--- src/rtl/xts_pkg.sv ---
// rtl/xts_pkg.sv - shared constants and scheduler state encoding for the XTS AES scheduler
package xts_pkg;

    // Number of AES-256 rounds the core iterates through after a start.
    localparam logic [3:0] ROUND_COUNT = 4'd14;

    // Core input/output mux select values.
    localparam logic SEL_TWEAK = 1'b0;
    localparam logic SEL_DATA  = 1'b1;

    // Core mode values.
    localparam logic MODE_ENC = 1'b0;
    localparam logic MODE_DEC = 1'b1;

    // IDLE: waiting to grant; HOLD: second start cycle of a decrypt; RUN: rounds in flight.
    typedef enum logic [1:0] {
        ST_IDLE = 2'd0,
        ST_HOLD = 2'd1,
        ST_RUN  = 2'd2
    } sched_state_e;

endpackage

--- src/rtl/xts_rr_arb2.sv ---
// rtl/xts_rr_arb2.sv - two-input round-robin arbiter with update-on-grant pointer
//
// Ports:
//   clk_i, rst_i : clock, asynchronous active-high reset
//   req_i[1:0]   : requests, bit 0 = tweak, bit 1 = data
//   en_i         : arbitration allowed this cycle; no grant and no pointer update otherwise
//   gnt_o[1:0]   : one-hot grant, combinational in the cycle it is issued
module xts_rr_arb2
    import xts_pkg::*;
(
    input  logic       clk_i,
    input  logic       rst_i,
    input  logic [1:0] req_i,
    input  logic       en_i,
    output logic [1:0] gnt_o
);

    // prio_q names the requester that wins a tie (the one not granted last).
    logic prio_q;
    logic prio_d;

    always_comb begin
        gnt_o  = 2'b00;
        prio_d = prio_q;
        if (en_i) begin
            if (req_i == 2'b11) begin
                gnt_o = (prio_q == SEL_DATA) ? 2'b10 : 2'b01;
            end else begin
                gnt_o = req_i;
            end
        end
        if (gnt_o[0]) begin
            prio_d = SEL_DATA;
        end else if (gnt_o[1]) begin
            prio_d = SEL_TWEAK;
        end
    end

    always_ff @(posedge clk_i or posedge rst_i) begin
        if (rst_i) begin
            prio_q <= SEL_TWEAK;
        end else begin
            prio_q <= prio_d;
        end
    end

endmodule

--- src/rtl/xts_aes_scheduler.sv ---
// rtl/xts_aes_scheduler.sv - arbiter and round sequencer sharing one AES-256 core between tweak and data paths
//
// Ports:
//   inClk, inRst              : clock, asynchronous active-high reset
//   inTweakReq, inDataReq     : level requests; tweak is always an encrypt
//   inDataMode                : data op mode (0 enc, 1 dec), sampled at grant
//   inCoreBusy                : core counter non-zero; blocks new grants
//   outTweakGrant/outDataGrant: one-cycle grant pulse, operand must be on core input
//   outCoreStart              : core external-data-write strobe (1 cycle enc, 2 cycles dec)
//   outCoreMode, outCoreSel   : core mode and mux select, valid from grant, held until next grant
//   outTweakDone/outDataDone  : one-cycle pulse, core output register holds the result
//   outBusy                   : grant cycle through last round cycle
module xts_aes_scheduler
    import xts_pkg::*;
#(
    parameter logic [3:0] pRoundCount = ROUND_COUNT
) (
    input  logic inClk,
    input  logic inRst,
    input  logic inTweakReq,
    input  logic inDataReq,
    input  logic inDataMode,
    input  logic inCoreBusy,
    output logic outTweakGrant,
    output logic outDataGrant,
    output logic outCoreStart,
    output logic outCoreMode,
    output logic outCoreSel,
    output logic outTweakDone,
    output logic outDataDone,
    output logic outBusy
);

    sched_state_e state_q, state_d;
    logic [3:0]   cnt_q, cnt_d;
    logic         sel_q, sel_d;
    logic         mode_q, mode_d;
    logic         tdone_q, tdone_d;
    logic         ddone_q, ddone_d;
    logic         arb_en;
    logic [1:0]   gnt;

    // Grant only from IDLE with the core drained; gating on inRst keeps every
    // output low for the whole time reset is held, not just after the next edge.
    assign arb_en = (state_q == ST_IDLE) && !inCoreBusy && !inRst;

    xts_rr_arb2 u_arb (
        .clk_i (inClk),
        .rst_i (inRst),
        .req_i ({inDataReq, inTweakReq}),
        .en_i  (arb_en),
        .gnt_o (gnt)
    );

    assign outTweakGrant = gnt[0];
    assign outDataGrant  = gnt[1];
    assign outTweakDone  = tdone_q;
    assign outDataDone   = ddone_q;

    always_comb begin
        state_d      = state_q;
        cnt_d        = cnt_q;
        sel_d        = sel_q;
        mode_d       = mode_q;
        tdone_d      = 1'b0;
        ddone_d      = 1'b0;
        outCoreStart = 1'b0;
        outCoreSel   = sel_q;
        outCoreMode  = mode_q;
        outBusy      = (state_q != ST_IDLE);

        case (state_q)
            ST_IDLE: begin
                if (gnt != 2'b00) begin
                    sel_d        = gnt[1] ? SEL_DATA : SEL_TWEAK;
                    mode_d       = gnt[1] ? inDataMode : MODE_ENC;
                    // Core samples sel/mode in the grant cycle itself, so present the new values now.
                    outCoreSel   = sel_d;
                    outCoreMode  = mode_d;
                    outCoreStart = 1'b1;
                    outBusy      = 1'b1;
                    cnt_d        = 4'd1;
                    state_d      = (mode_d == MODE_DEC) ? ST_HOLD : ST_RUN;
                end
            end
            ST_HOLD: begin
                // Decrypt input is captured at core counter 1, so strobe once more.
                outCoreStart = 1'b1;
                cnt_d        = cnt_q + 4'd1;
                state_d      = ST_RUN;
            end
            ST_RUN: begin
                if (cnt_q == pRoundCount) begin
                    state_d = ST_IDLE;
                    cnt_d   = 4'd0;
                    tdone_d = (sel_q == SEL_TWEAK);
                    ddone_d = (sel_q == SEL_DATA);
                end else begin
                    cnt_d = cnt_q + 4'd1;
                end
            end
            default: begin
                state_d = ST_IDLE;
                cnt_d   = 4'd0;
            end
        endcase
    end

    always_ff @(posedge inClk or posedge inRst) begin
        if (inRst) begin
            state_q <= ST_IDLE;
            cnt_q   <= 4'd0;
            sel_q   <= SEL_TWEAK;
            mode_q  <= MODE_ENC;
            tdone_q <= 1'b0;
            ddone_q <= 1'b0;
        end else begin
            state_q <= state_d;
            cnt_q   <= cnt_d;
            sel_q   <= sel_d;
            mode_q  <= mode_d;
            tdone_q <= tdone_d;
            ddone_q <= ddone_d;
        end
    end

endmodule
--- config.mk ---
export PLATFORM = sky130hd
export DESIGN_NAME = xts_aes_scheduler
export DESIGN_NICKNAME = d
export VERILOG_FILES = /design/src/rtl/xts_pkg.sv /design/src/rtl/xts_rr_arb2.sv /design/src/rtl/xts_aes_scheduler.sv
export SDC_FILE = /design/constraint.sdc
export NUM_CORES = 1
export LEC_CHECK = 0
export CAP_MARGIN = 30
export CORE_MARGIN = 2
export CORE_UTILIZATION = 41
export DETAILED_ROUTE_END_ITERATION = 7
export PLACE_DENSITY = 0.71
export SYNTH_ARGS = -nofsm -noshare
export SYNTH_HDL_FRONTEND = slang
export SYNTH_SLANG_ARGS = --single-unit
--- constraint.sdc ---
create_clock -name inClk -period 1.3 [get_ports inClk]
set_clock_uncertainty 0.1 [all_clocks]
set_input_delay 0.13 -clock inClk [delete_from_list [all_inputs] [get_ports inClk]]
set_output_delay 0.13 -clock inClk [all_outputs]
set_load 0.02 [all_outputs]
---- Word-level counts from Yosys, hierarchy flattened ----
Index checks and enable logic that the tools add are counted.
storage, ports and cells
  flip-flop bits (word level) ............. 11
  latch bits .............................. 0
  RAM bits ................................ 0
  ROM bits ................................ 0
  input bits .............................. 6
  output and inout port bits .............. 8
  word-level logic and storage cells ...... 49
  memories ................................ 0
cells by class
  add/subtract/negate cells ............... 1
  multiply operators ...................... 0
  div/mod/pow operators ................... 0
  $lt $le $gt $ge ......................... 0
  equal/unequal tests ..................... 6
  shift-type cells ........................ 0
  multiplexer cells ....................... 26
  bitwise logic cells ..................... 1
  reduce and logical (&&, ||, !) cells .... 8
operators by type and width
  operator                                                               number
  1-bit 2-to-1 mux                                                       15
  2-bit 2-to-1 mux                                                       6
  4-bit case mux with 3 select lines                                     1
  4-bit 2-to-1 mux                                                       2
  2-bit case mux with 3 select lines                                     1
  4-bit by 1-bit adder with 4-bit output, second input constant          1
  2-bit equality test, second input constant                             2
  4-bit equality test, second input constant                             1
  2-bit nonzero test                                                     2
  2-bit by 1-bit equality test with 1-bit output, second input constant  1
  1-bit logical AND                                                      2
  1-bit zero test                                                        2
  2-bit zero test                                                        1
  2-bit by 1-bit != test with 1-bit output, second input constant        1
  2-bit != test, second input constant                                   1
  1-bit case mux with 2 select lines                                     1
  2-bit AND reduction                                                    1
  1-bit inverter                                                         1

---- Logic depth before layout (Yosys ltp) ----
Gate-level depths: netlist of run 1.
  depth after elaboration ................. 8
  gate-level depth with buffers ........... 5

---- Cells and area by module ----
From an unflattened synthesis of run 1, not the netlist that was laid out.
second synthesis, totals
  cells, all modules ...................... 71
  area total of the unflattened synthesis .. 661.9 um2
by module, submodules not included
  module             times used  cells an instance  area an instance (um2)
  xts_aes_scheduler  1           61                 589.3
  xts_rr_arb2        1           10                 72.6

---- Worst setup path before layout of run 1 ----
Ideal clock, no wire load.
  kind .................................... register to output
  from .................................... reg state_q[1]
  to ...................................... out outCoreMode
  arrival time ............................ 1.289 ns
  required time ........................... 1.070 ns
  setup slack ............................. -0.219 ns
  cell stages (with the launch flop) ...... 4
  buffers on the path ..................... 0
  cells stage by stage .................... dfrtp_1 -> nor4_4 -> and3_4 -> a22o_2
between the ends
  cells in the longest elaborated chain, start to end .. 7
  elaborated cells on any way between the ends .. 8
  classes of those cells .................. mux: 4; reduce/logical: 4
ends and longest elaborated chain
  element                                                        RTL line                  source
  start: declaration                                             xts_aes_scheduler.sv:34   sched_state_e state_q, state_d;
  start signal: assignment                                       xts_aes_scheduler.sv:118  state_q <= state_d;
  2-bit zero test *                                              xts_aes_scheduler.sv:45   assign arb_en = (state_q == ST_IDLE) && !inCoreBusy && !inRst;
  1-bit logical AND * (2 in a row)                               xts_aes_scheduler.sv:45
  2-bit 2-to-1 mux *                                             xts_rr_arb2.sv:25         if (en_i) begin
  net outDataGrant                                               xts_aes_scheduler.sv:25   output logic outDataGrant,
  1-bit 2-to-1 mux / 2-bit nonzero test (equally long branches)  n/a
  1-bit 2-to-1 mux *                                             n/a
  1-bit 2-to-1 mux *                                             xts_aes_scheduler.sv:72   case (state_q)
  end: declaration                                               xts_aes_scheduler.sv:27   output logic outCoreMode,
Mark *: on every way through the listed nets, which the timed path passes. The rest lies on a longest branch.

---- Worst setup path in the final report of run 1 ----
  from .................................... reg state_q[0]
  to ...................................... out outCoreMode
between the ends
  cells in the longest elaborated chain, start to end .. 7
  elaborated cells on any way between the ends .. 8
  classes of those cells .................. mux: 4; reduce/logical: 4
ends and longest elaborated chain
  element                                                        RTL line
  2-bit zero test *                                              xts_aes_scheduler.sv:45, xts_aes_scheduler.sv:72
  1-bit logical AND (2 in a row)                                 xts_aes_scheduler.sv:45
  2-bit 2-to-1 mux                                               xts_rr_arb2.sv:25
  1-bit 2-to-1 mux / 2-bit nonzero test (equally long branches)  n/a
  1-bit 2-to-1 mux                                               n/a
  1-bit 2-to-1 mux *                                             xts_aes_scheduler.sv:72
Mark *: on every way between the ends. The rest lies on a longest branch, timed or not.

==> metrics.yaml, run 1 <==
outcome: "finished with violations"
violations: "negative setup slack"
via_count: 554
synth-xor-area-share_pct: 1.535
root_buffer: "clkbuf_4"
synth_edf_count: 0
slew_headroom_pct: 80.03
grt_pass1_vias: 500
tightest_slew_ns: 0.2974
dp_slack_ns: -0.8799
hold_viol_final: 0
p_comb_share_pct: 58.0
ys.flop_type: "dfrtp_1"
peakVddDrop_mv: 1.303
final_max_slew_viol_count: 0
layout.nets: 100
critPathLaunch: "state_q[0]$_DFFE_PP0P_"
drv_cap: 0
synth_compound_area_share_pct: 17.11
routed_wl_um: 1412
synth_top_family_by_area: "simple AND/OR/NAND/NOR gates"
synth_top_area_share_pct: 48.25
portBuffers: 13
total_power_w: 0.001911
yosysSeqAreaShare_pct: 48.25
syn_area_sq_um: 570.5
path_max_fanout: 4
multiInputGateArea_sq_um: 332.8
clkPwrFrac_pct: 12.6
hp-class: "in -> async"
area_growth_pct: 70.39
post-route-period-util_pct: 133.3
synth_area_leaders: "dfrtp_1 48%, inv_1 4.6%, ha_1 4.4%"
p_sw_w: 0.0007008
cts_buffers: 3
max_freq_ghz: 0.5770
path_class: "reg -> out"
cts_tree: "built"
place.gp.congestion: 0.7294
period_minus_slack_ns: 1.733
yosysMostFrequentCell: "dfrtp_1"
num_rows: 13
clk_latency_ns: 0.27
synth_top_area_cell: "dfrtp_1"
crit_path_end_kind: "output port"
via_per_inst: 5.226
synth_common_cells: "11 x dfrtp_1, 7 x inv_1, 5 x nand2_1"
synthCells: 55
die_h_um: 41.31
grt_setup_unrepaired: "yes"
ff_latch_area_sq_um: 276.5
ctsHoldBuffers: 0
place_area_sq_um: 849.6
fin_ws_ns: -0.4332
drt_iter0_markers: 7
worstSetupStartpointType: "flip-flop"
dieArea_sq_mm: 0.001706
power_leakage_nw: 0.4587
p_per_area_mw_per_mm2: 1966
overflow: 0
yosysUniqueCellTypes: 30
synth_nets: 63
p_sw_share_pct: 36.67
final_cell_area_sq_um: 972.2
cpPeakStageDelay_ns: 0.41
setup_violations: 14
muxShareOfSynthArea_pct: 0
antenna_found_initial: 0
avgSynthCellArea_sq_um: 10.37
synthAdderAreaFrac_pct: 4.386
cp_data_arrival_time_ns: 1.50
worst_path_max_delay_cell: "dfrtp_1"
pwr-share-seq_pct: 29.4
required_ns: 1.07
drc: 0
synthArstFlopShare_pct: 100.0
start_util_pct: 43.85
ys_warn_count: 0
drive_above_1_share_pct: 51.65
io_pins: 14
grtUsageTotal_pct: 18.37
drtPass1Iterations: 4
clk_pin_slew_ns: 0.07
intPower_w: 0.001210
cts_buffer_depth: 2
grt_first_pass_wirelength_um: 1966
die_width_um: 41.31
cp_cell_sequence: "nor4_4 > nand2_1 > a22o_4 > buf_6"
diodes: 0
wl_per_cell_um: 13.32
cts_sinks: 11
rr_startpoint: "state_q[0]$_DFFE_PP0P_"
dpl.hpwl_um: 979.1
finalSetupTns_ns: -2.531
htree_levels: 1
core_sq_mm: 0.001301
nFillCells: 96
drtAntennaViolNets: 0
synth_seq_cells: 11
yosys.area_share.simple_pct: 23.25
grt_max_degree: 12
whs_ns: 0.03721
==> stage by stage <==
stage | utilization [%] | instances
detailed placement | 65.29 | 98
global placement | 65.29 | 98
CTS | 71.73 | 104
global route | 74.71 | 106
finish | 74.71 | 106
floorplan | - | 55
==> cell families after synthesis <==
family | after synthesis
buf+inv | 8
simple gates | 20
flops | 11
xor+xnor | 1
fa+ha+maj | 2
compound gates | 13
==> layer usage <==
metal	global-route usage, %	wire, um	vias up
met5	0	0	-
met4	7.258	20	0
met3	4.787	63	2
met2	33.20	750	15
met1	20.27	577	271
li1	-	-	266
==> what timing repair did <==
action	CTS	global route
setup endpoints to repair	14	16
resized for setup	51	6
pin swaps	9	8
buffers inserted	2	3
==> sequential cells by signal, indices dropped and copies added, names as in the netlist <==
name          flops
state_q           2
sel_q             1
mode_q            1
outTweakDone      1
outDataDone       1
cnt_q             4
u_arb.prio_q      1
==> power groups by stage <==
| stage | sequential, W | combinational, W | clock, W |
|---|---|---|---|
| finish | 0.000562 | 0.00111 | 0.000241 |
| CTS | 0.000559 | 0.00104 | 0.000240 |
| detailed placement | 0.000563 | 0.000889 | 0 |
| global placement | 0.000558 | 0.000866 | 0 |
| floorplan | 0.000584 | 0.000449 | 0 |
| global route | 0.000571 | 0.00119 | 0.000262 |
==> cell type report <==
cell class              instances  area share, %
well taps                      15          1.931
multi-input cells              36          34.23
repair buffers                 33          29.99
flip-flops and latches         11          28.44
clock buffers                   4          2.703
inverters                       7          2.703
==> cell usage in the layout (no fill, tap or decap), types with 2 or more instances in the layout <==
cell type,count
nand2_1,4
dlygate4sd2_1,4
and3_4,2
buf_6,9
buf_4,16
ha_1,2
nand3_1,2
clkdlybuf4s50_1,3
inv_1,6
dfrtp_1,10
clkbuf_4,3
a21oi_2,2
==> worst paths after layout <==
check / to / slack (ns) / cells past startpoint
worst max-delay path: outCoreMode / -0.43 / 4
worst min-delay path: state_q[0]$_DFFE_PP0P_ / 0.04 / 4
worst max register to register: u_arb.prio_q$_DFFE_PP0P_ / -0.14 / 6
worst min register to register: mode_q$_DFF_PP0_ / 0.42 / 1
max in group asynchronous: state_q[1]$_DFFE_PP0P_ / 0.90 / 4
min in group inClk: sel_q$_DFF_PP0_ / 0.30 / 4
==> critical path, delay by kind of cell (launching register included) <==
kind,cells,cell delay [ns]
buffers and inverters,1,0.13
AOI/OAI and AO/OA,1,0.26
DFF,1,0.41
and+or+nand+nor,2,0.43
Note: power is estimated with default switching activity, not from simulation.
==> run 2, diff against run 1 <==
Settings changed: CORE_AREA set to 2 2 39 41, CORE_MARGIN 2 to unset, CORE_UTILIZATION 41 to unset, DIE_AREA set to 0 0 41 43.
Clock period 1.3 ns to 2.14 ns, I/O delays scaled along.
==> run 2 against run 1 <==
Against the previous run:
- clock power is 40% lower
- worst hold slack better by 0.20 ns
- cell area is 17% lower
- wire length is 7.8% lower
- power is 52% lower
- sequential power is 37% lower
- die area is 3.3% higher
- the flow now finishes without violations
- critical path type unchanged
==> metrics.yaml, run 2 (same netlist as run 1, synthesis figures left out) <==
outcome: "complete, no violations"
final_common_cell: "dfrtp_1"
largest_register: "cnt_q"
setup_violations: 0
clk_pin_slew_ns: 0.08
crit_path_end_kind: "output port"
hp-class: "in -> async"
grt_max_degree: 12
drtPass1Iterations: 4
portBuffers: 13
path_class: "reg -> out"
final_max_slew_viol_count: 0
largest_reg_flops: 4
core_sq_mm: 0.001384
dpl.cell_count: 90
tightest_slew_ns: 0.4180
p_per_area_mw_per_mm2: 1143
cp_data_arrival_time_ns: 1.75
num_rows: 14
cts_sinks: 11
final_cell_mix: "11 x dfrtp_1, 8 x buf_4, 7 x inv_1, 6 x clkdlybuf4s50_1, 5 x nand2_1"
dpl.hpwl_um: 1026
htree_levels: 1
peakVddDrop_mv: 0.5217
power_leakage_nw: 0.3868
post-route-period-util_pct: 96.60
clk_latency_ns: 0.27
hold_viol_final: 0
place.gp.congestion: 0.7355
top_regs: "cnt_q: 4 flops, state_q: 2 flops"
wl_per_cell_um: 13.71
die_width_um: 41
drtAntennaViolNets: 0
routed_wl_um: 1302
layout.nets: 88
nFillCells: 137
period_minus_slack_ns: 2.067
cts_buffer_depth: 2
overflow: 0
drive_above_1_share_pct: 24.05
via_per_inst: 5.189
die_h_um: 43
io_pins: 14
fin_ws_ns: 0.07268
drt_iter0_markers: 12
via_count: 493
grt_first_pass_wirelength_um: 2056
worstSetupStartpointType: "flip-flop"
antenna_found_initial: 0
final_cells: 95
path_max_fanout: 4
max_freq_ghz: 0.4837
slew_headroom_pct: 72.10
root_buffer: "clkbuf_4"
cts_buffers: 3
drv_cap: 0
grtUsageTotal_pct: 18.03
grt_setup_unrepaired: "no"
drc: 0
required_ns: 1.83
grt_pass1_vias: 456
cts_tree: "built"
dp_slack_ns: -0.2071
dieArea_sq_mm: 0.001763
start_util_pct: 41.23
diodes: 0
area_growth_pct: 41.01
[run 2: cell count changes in the layout (fill, tap and decap cells not counted), moves of 2 or more]
cell / delta
buf_4: -8
clkdlybuf4s50_1: +3
a21oi_1: +2
a21oi_2: -2
clkdlybuf4s15_1: +2
dlymetal6s2s_1: +2
buf_6: -9
[run 2: metrics by stage]
step,cell area (sq um),utilization (%),power [W],TNS [ns],hold slack (ns)
global placement,768.2,55.52,0.0007660,-0.5397,0.3534
detailed placement,768.2,55.52,0.0007927,-0.6505,0.3631
global route,804.5,58.14,0.0009796,0,0.2824
CTS,789.5,57.05,0.0009196,0,0.2459
floorplan,570.5,-,0.0006060,0,-0.03356
finish,804.5,58.14,0.0009197,0,0.2413
[run 2: area by class of cell]
cell class / count / area, sq um / share of cell area [%]
sequential: 11 / 275.3 / 34.21
multi-input combinational: 36 / 264.0 / 32.81
timing repair buffer: 21 / 191.4 / 23.79
inverter: 7 / 26.28 / 3.266
clock buffer: 3 / 22.52 / 2.799
tap: 16 / 20.02 / 2.488
clock inverter: 1 / 5.005 / 0.6221
[run 2: what timing repair did]
action	in CTS	in global routing
pin swaps	0	1
resized for setup	5	4
hold buffers	0	0
endpoints found under the setup margin	5	3
setup buffers	0	1
[run 2: critical path, stage by stage, from the launching register on]
cell	delay, ns
dfrtp_1	0.42
nor4_4	0.34
buf_4	0.18
nand2_1	0.05
a21o_2	0.21
clkdlybuf4s15_1	0.28
[run 2: report_power, final]
part / internal (W) / switching [W] / total [W]
Combinational: 0.000202 / 0.000218 / 0.000419
Clock: 0.0000692 / 0.0000749 / 0.000144
Sequential: 0.000285 / 0.0000712 / 0.000356
[run 2: layer usage]
metal  GRT usage, %  part of all wire (%)  vias up  wire length, um
li1               -                     -      245                -
met1          21.19                    44      231              577
met4          8.000                   2.2        0               28
met5              0                     0        -                0
met2          28.13                    51       13              665
met3          6.283                   2.4        4               31
[run 2: final timing paths]
| kind | from | end | slack [ns] | cells after the start |
|---|---|---|---|---|
| min in group inClk | inCoreBusy | mode_q$_DFF_PP0_ | 0.33 | 4 |
| setup / recovery | state_q[0]$_DFFE_PP0P_ | outCoreSel | 0.07 | 5 |
| hold / removal | inRst | u_arb.prio_q$_DFFE_PP0P_ | 0.24 | 2 |
| max in group asynchronous | inRst | cnt_q[3]$_DFFE_PP0P_ | 1.40 | 2 |
| setup reg to reg | state_q[0]$_DFFE_PP0P_ | cnt_q[3]$_DFFE_PP0P_ | 0.70 | 4 |
| hold reg to reg | sel_q$_DFF_PP0_ | outTweakDone$_DFF_PP0_ | 0.37 | 1 |
